$ cat config.mk
export PLATFORM = sky130hd
export DESIGN_NAME = fetch_unit
export DESIGN_NICKNAME = d
export VERILOG_FILES = /design/src/rtl/core_pkg.sv /design/src/rtl/sklansky_adder.sv /design/src/rtl/fetch_unit.sv
export SDC_FILE = /design/constraint.sdc
export NUM_CORES = 1
export LEC_CHECK = 0
export CAP_MARGIN = 30
export CORE_MARGIN = 2
export CORE_UTILIZATION = 35
export CTS_BUF_LIST = sky130_fd_sc_hd__clkbuf_8
export DETAILED_ROUTE_END_ITERATION = 8
export GPL_TIMING_DRIVEN = 1
export PLACE_DENSITY = 0.79
export SKIP_CTS_REPAIR_TIMING = 1
export SLEW_MARGIN = 15
export SYNTH_ARGS = -nofsm -noshare
export SYNTH_HDL_FRONTEND = slang
export SYNTH_SLANG_ARGS = --single-unit
$ cat constraint.sdc
create_clock -name clock -period 8 [get_ports clock]
set_input_delay 2.4 -clock clock [delete_from_list [all_inputs] [get_ports clock]]
set_output_delay 2.4 -clock clock [all_outputs]
set_load 0.02 [all_outputs]
$ cat src/rtl/core_pkg.sv
// core_pkg: shared fetch FSM states and trap-vector mode encodings
package core_pkg;
  typedef enum logic [1:0] {IDLE, FETCH, DRAIN} fetch_state_t;
  localparam logic [1:0] TVEC_DIRECT = 2'b00;
  localparam logic [1:0] TVEC_VECTORED = 2'b01;
endpackage

$ cat src/rtl/sklansky_adder.sv
// sklansky_adder: parallel-prefix adder, carry-in zero, carry-out dropped
module sklansky_adder #(
  parameter int INPUT_SIZE = 32
) (
  input  logic [INPUT_SIZE-1:0] a,
  input  logic [INPUT_SIZE-1:0] b,
  output logic [INPUT_SIZE-1:0] sum
);
  localparam int L = $clog2(INPUT_SIZE);
  logic [INPUT_SIZE-2:0] g, p;
  always_comb begin
    g = a[INPUT_SIZE-2:0] & b[INPUT_SIZE-2:0];
    p = a[INPUT_SIZE-2:0] ^ b[INPUT_SIZE-2:0];
    for (int k = 0; k < L; k++)
      for (int i = 0; i < INPUT_SIZE - 1; i++)
        if (((i >> k) & 1) == 1) begin
          g[i] = g[i] | (p[i] & g[((i >> k) << k) - 1]);
          p[i] = p[i] & p[((i >> k) << k) - 1];
        end
    sum = (a ^ b) ^ {g, 1'b0};
  end
endmodule

$ cat src/rtl/fetch_unit.sv
// fetch_unit: PC sequencing with trap/xret redirects and a single-outstanding instruction fetch
module fetch_unit
  import core_pkg::*;
#(
  parameter int DATA_SIZE = 32,
  parameter logic [DATA_SIZE-1:0] RESET_VECTOR = '0,
  parameter int CAUSE_WIDTH = 6
) (
  input  logic                   clock,
  input  logic                   reset,
  input  logic                   fetch_req,
  output logic                   busy,
  output logic                   mem_rd_en,
  output logic [DATA_SIZE-1:0]   mem_addr,
  input  logic                   mem_ack,
  input  logic [31:0]            mem_rd_data,
  output logic [31:0]            ir,
  output logic                   ir_valid,
  output logic [DATA_SIZE-1:0]   pc,
  output logic [DATA_SIZE-1:0]   pc_plus_4,
  input  logic                   pc_en,
  input  logic                   pc_src,
  input  logic [DATA_SIZE-1:0]   branch_target,
  input  logic                   trap,
  input  logic                   trap_interrupt,
  input  logic [CAUSE_WIDTH-1:0] trap_cause,
  input  logic [DATA_SIZE-1:0]   tvec,
  input  logic                   mret,
  input  logic                   sret,
  input  logic [DATA_SIZE-1:0]   mepc,
  input  logic [DATA_SIZE-1:0]   sepc,
  output logic                   misaligned,
  output logic [DATA_SIZE-1:0]   misaligned_addr
);
  fetch_state_t state_q, state_d;
  logic [DATA_SIZE-1:0] pc_q, pc_d, addr_q, addr_d, mis_addr_q, mis_addr_d, trap_pc, tgt;
  logic [31:0] ir_q, ir_d;
  logic ir_valid_q, ir_valid_d, rd_en_q, rd_en_d, mis_q, mis_d, take, aligned, redirect;
  sklansky_adder #(.INPUT_SIZE(DATA_SIZE)) u_inc (
    .a(pc_q),
    .b(DATA_SIZE'(4)),
    .sum(pc_plus_4)
  );
  // a misaligned xret leaves the PC alone, so it is not a redirect and cannot abort a fetch
  always_comb begin
    trap_pc = {tvec[DATA_SIZE-1:2], 2'b00} +
              ((tvec[1:0] == TVEC_VECTORED && trap_interrupt) ? DATA_SIZE'({trap_cause, 2'b00}) : '0);
    tgt = mret ? mepc : sret ? sepc : pc_src ? branch_target : pc_plus_4;
    take = mret | sret | pc_en;
    aligned = tgt[1:0] == 2'b00;
    redirect = trap | ((mret | sret) & aligned);
    pc_d = trap ? trap_pc : (take && aligned) ? tgt : pc_q;
    mis_d = !trap && take && !aligned;
    mis_addr_d = mis_d ? tgt : mis_addr_q;
    state_d = state_q;
    addr_d = addr_q;
    ir_d = ir_q;
    ir_valid_d = ir_valid_q;
    if (state_q == IDLE && fetch_req) begin
      state_d = FETCH;
      addr_d = pc_q;
      ir_valid_d = 1'b0;
    end
    if (state_q == FETCH) begin
      state_d = mem_ack ? IDLE : redirect ? DRAIN : FETCH;
      ir_d = (mem_ack && !redirect) ? mem_rd_data : ir_q;
      ir_valid_d = (mem_ack && !redirect) ? 1'b1 : ir_valid_q;
    end
    if (state_q == DRAIN && mem_ack) state_d = IDLE;
    rd_en_d = state_d != IDLE;
  end
  always_ff @(posedge clock or negedge reset)
    if (!reset) begin
      state_q <= IDLE;
      pc_q <= RESET_VECTOR;
      addr_q <= RESET_VECTOR;
      ir_q <= '0;
      ir_valid_q <= 1'b0;
      rd_en_q <= 1'b0;
      mis_q <= 1'b0;
      mis_addr_q <= '0;
    end else begin
      state_q <= state_d;
      pc_q <= pc_d;
      addr_q <= addr_d;
      ir_q <= ir_d;
      ir_valid_q <= ir_valid_d;
      rd_en_q <= rd_en_d;
      mis_q <= mis_d;
      mis_addr_q <= mis_addr_d;
    end
  assign busy = state_q != IDLE;
  assign mem_rd_en = rd_en_q;
  assign mem_addr = addr_q;
  assign ir = ir_q;
  assign ir_valid = ir_valid_q;
  assign pc = pc_q;
  assign misaligned = mis_q;
  assign misaligned_addr = mis_addr_q;
endmodule

# Word level (Yosys, flattened, before mapping)
# Cells that the tools add are included.
# op_classes
n_mux	14
eq_ne	4
n_div	0
shifts	0
bitwise_logic	78
n_lt_le_gt_ge	0
n_reduce_logical	18
mul	0
n_addsub	1
# ops
cell	n
$mux W32	5
$and A1 B1 Y1	73
$add A32 B8 Y32	1
$xor A32 B32 Y32	1
$mux W2	5
$mux W8	1
$reduce_bool A2 Y1	4
$logic_and A1 B1 Y1	7
$eq A2 B1 Y1 const B	2
$logic_not A2 Y1	2
$reduce_and A2 Y1	2
$logic_not A1 Y1	3
$mux W1	3
$or A1 B1 Y1	3
$eq A2 B2 Y1 const B	1
$ne A2 B1 Y1 const B	1
$not A1 Y1	1
# word_totals
latch_bits	0
memories	0
mem_bits_ro	0
ramBits	0
ff_bits	133
in_bits	176
output_inout_bits	164
wordCells	123

# Logic depth before layout (Yosys ltp)
# logic_depth
word_depth	17
ltp_mapped	11

# By module
# From an unflattened synthesis, not the netlist that was laid out.
# unflattened
hier_cells	805
area_unflattened_um2	8757.1
# modules_own_cells
module	seq_area_each_um2	cells_each	instances	area_each_um2
fetch_unit	3328.2	625	1	7295.7
sklansky_adder	0.0	180	1	1461.4

# Worst setup path before layout
# OpenSTA, ideal clock, no wires.
# synth_timing
path_kind	reg2out
start	reg pc_q[2], in the netlist pc[2]
end	out pc_plus_4[27]
arrival_ps	2344
required_time_ps	5600
stages_incl_launch_ff	7
setup_slack_ps	3256
path_cell_list	dfrtp_1 > ha_1 > nand4_2 > or4_1 > buf_2 > nor4_2 > xor2_1
# synth_between
elab_chain_cells	5
# synth_lines
element	line	rtl
from (decl)	fetch_unit.sv:36	logic [DATA_SIZE-1:0] pc_q, pc_d, addr_q, addr_d, mis_addr_q, mis_addr_d, trap_pc, tgt;
from (signal assigned)	fetch_unit.sv:84	pc_q <= pc_d;
$and A1 B1 Y1 (4 in series)	sklansky_adder.sv:17	g[i] = g[i] | (p[i] & g[((i >> k) << k) - 1]);
$xor A32 B32 Y32	sklansky_adder.sv:20	sum = (a ^ b) ^ {g, 1'b0};
to (decl)	fetch_unit.sv:20	output logic [DATA_SIZE-1:0] pc_plus_4,
# Every way passes these cells.

# Worst setup path in the final report
# layout_timing
start	reg pc_q[2], in the netlist pc[2]
end	out pc_plus_4[17]
# Same word-level chain as after synthesis.

==> metrics.txt <==
worst-path maximum fanout 7; Yosys reg bits 133; VDD IR max between 0.1 and 0.15 mV; final max-slew violation count 0; initial antenna violation count 1; core area 21100 sq um; I/O Pins 340; Final Hold Viols 0; synth warn 0; fraction of registers with async set or reset after synthesis 100%; Num CTS Buffers 17; GRT Overall Usage roughly a quarter; endpoints failing setup 0; Max Fclk about 0.17 GHz; Setup TNS 0 ns; drt drc 0; Worst-path clk slew roughly 0.09 ns; Post-Synthesis Cells between 700 and 800; Starting Density between 30 and 40%; fin worst setup slack about 2.1 ns; routed wire length per instance roughly 21 um; pwr dens roughly 260 nW/um^2; Data arrival, critical path about 3.5 ns; crit path from pc[2]$_DFFE_PN0P_; RSZ-0062 raised after global routing no; DR iter-0 viols between 500 and 600; Tcrit/Tclk final ~73%; end of the critical path pc_plus_4[17]; r2r setup slk 4.61 ns; post-synthesis sequential area ratio 44.2%; Lkg Pwr between 0.004 and 0.005 uW; Worst Clk Skew between 0.015 and 0.02 ns; Nets 1290; Mapped Nets slightly below 1000; status complete, no violations; most common cell after layout, fill and taps aside clkdlybuf4s50_1; Max Cap Violations 0; DP Wirelength 22.8 mm; root buffer cell clkbuf_8; Area Growth Syn to Fin 54.6%; GP Congestion ~0.93; r2r worst-path depth 10; fillers between 1500 and 2000; Clk Latency, worst-skew pair approximately 0.45 ns; CTS tree yes; vias between 7000 and 8000; first-pass GRT wire length ~43 mm; DIE WIDTH 151 um; Port-buffer cells 339; total grt overflow 0; commonest non-fill, non-tap cells in the layout 336 x clkdlybuf4s50_1, 133 x dfrtp_1, 80 x o21ai_0; RR Endpoint pc[17]$_DFFE_PN0P_; Slew HR between 40 and 50%; vias in the first global route between 7000 and 8000; vias per cell ~5.3; Most used DFF post-synth dfrtp_1; Netlist cell types 52; slew of the pin with the lowest slew margin around 0.88 ns; pre-CTS setup slack 2.55 ns; die area 22700 sq um; First-pass DRT Iterations 5; mapped cell area 7530 sq um; site row count 53; share of cells above drive strength 1 a little under an eighth; htree depth 4; Hold Path Class flip-flop to flip-flop; Synth Area per Inst 9.63 sq um; clk buf depth 2; crit end category output pin; ANT nets after route 0; worst r2r src pc[2]$_DFFE_PN0P_; CP Launch Type flip-flop; die height ~150 um; clock sink count approximately 130; WS Path Type flip-flop to output pin; Post-Route WL ~29 mm; largest net degree at the start of global routing 69; post-layout min period 5.87 ns; required time of the critical path roughly 5.6 ns; Post-synth EDFFs 0
[logic make-up (layout without fill, tap and decap cells)]
logic type	Yosys count	after routing	synth area share, %
compound gates	222	222	18.3
simple gates	212	212	13.9
flops	133	133	44.2
mux	82	82	12.1
buf+inv	71	405	3.66
xor+xnor	51	51	5.93
fa+ha+maj	11	11	1.93
other cells	0	1	0
[sequential cells by signal (all words and copies together) (netlist names)]
signal and cells:
misaligned 1, state_q 2, mem_addr 32, ir 32
pc 32, misaligned_addr 32, ir_valid 1, mem_rd_en 1
[final cells by class]
class	instances	area, sq um	area share, %
Multi-Input combinational cell	578	3960	34.0
Timing Repair Buffer	353	3530	30.3
Sequential cell	133	3330	28.6
Tap cell	275	344	2.96
Clock buffer	17	234	2.01
Clock inverter	15	171	1.47
Inverter	20	75.1	0.645
Antenna cell	1	2.50	0.0215
[power breakdown]
group	internal, uW	total, uW	switching (uW)
Combinational	703	1370	672
Clock	286	593	307
Sequential	888	1030	146
Total	1880	3000	1120
[worst max-delay path, cell delays in order (launching register included)]
cell and delay, ns:
dfrtp_1 0.47, ha_1 0.26, nand4_2 0.22, nor4_2 0.69, and2_1 0.22, ha_1 0.15, xor2_1 0.34, clkdlybuf4s50_1 0.68
[stage by stage]
stage,total power [uW],instances,hold slack [ns],cell area [sq um],util [%]
2_1_floorplan,1680,782,0.533,7530,-
3_3_place_gp,2390,1357,0.462,11200,53.0
3_5_place_dp,2430,1358,0.465,11200,53.1
4_1_cts,3020,1390,0.485,11600,55.1
5_1_grt,3150,1391,0.499,11600,55.2
6_report,3000,1392,0.490,11600,55.2
[synthesized netlist by cell type (2+ instances only)]
master	instances	share of area, %
clkbuf_1	41	2.0
a21o_1	9	0.90
a221o_1	7	0.93
or3_1	3	0.25
o31ai_1	4	0.40
nor2_1	37	1.8
xnor2_1	27	3.1
a21oi_1	49	3.3
o21ai_0	80	5.3
mux2_2	70	10
xor2_1	24	2.8
nor3b_1	2	0.20
o221ai_1	2	0.23
buf_4	2	0.20
a22o_1	2	0.23
nor4_2	2	0.33
or4_1	3	0.30
nand3_1	19	1.3
or2_2	3	0.25
and3_1	9	0.75
o22ai_1	8	0.66
nor4_1	5	0.42
a22oi_1	17	1.7
ha_1	10	1.7
nor2b_1	7	0.58
and4_1	3	0.35
nand2_1	76	3.8
inv_1	20	1.0
nand2b_1	4	0.33
a211o_1	3	0.35
mux2i_1	12	1.6
a221oi_1	8	0.93
dfrtp_1	133	44
o211ai_1	11	1.1
nor3_1	10	0.66
nand4_1	16	1.3
buf_1	7	0.35
a211oi_1	14	1.4
and2_1	10	0.83
[how the worst min path moves through the flow]
stage	depth (start not counted)	slack, ns	from	endpoint
after floorplan	2	0.53	state_q[0]$_DFF_PN0_	state_q[1]$_DFF_PN0_
after global placement	1	0.46	misaligned_addr[9]$_DFFE_PN0P_	misaligned_addr[9]$_DFFE_PN0P_
after detailed placement	1	0.47	misaligned_addr[9]$_DFFE_PN0P_	misaligned_addr[9]$_DFFE_PN0P_
after CTS	1	0.48	misaligned_addr[9]$_DFFE_PN0P_	misaligned_addr[9]$_DFFE_PN0P_
after global routing	1	0.50	misaligned_addr[9]$_DFFE_PN0P_	misaligned_addr[9]$_DFFE_PN0P_
final	2	0.49	misaligned_addr[24]$_DFFE_PN0P_	misaligned_addr[24]$_DFFE_PN0P_
[metal layers]
layer	track usage (%)	up-vias	wire, um
li1	-	3479	-
met4	6.78	0	718
met3	6.03	48	2450
met5	0	-	0
met1	33.7	3510	12400
met2	40.2	384	13200
Note: power is estimated with default switching activity, not from simulation.
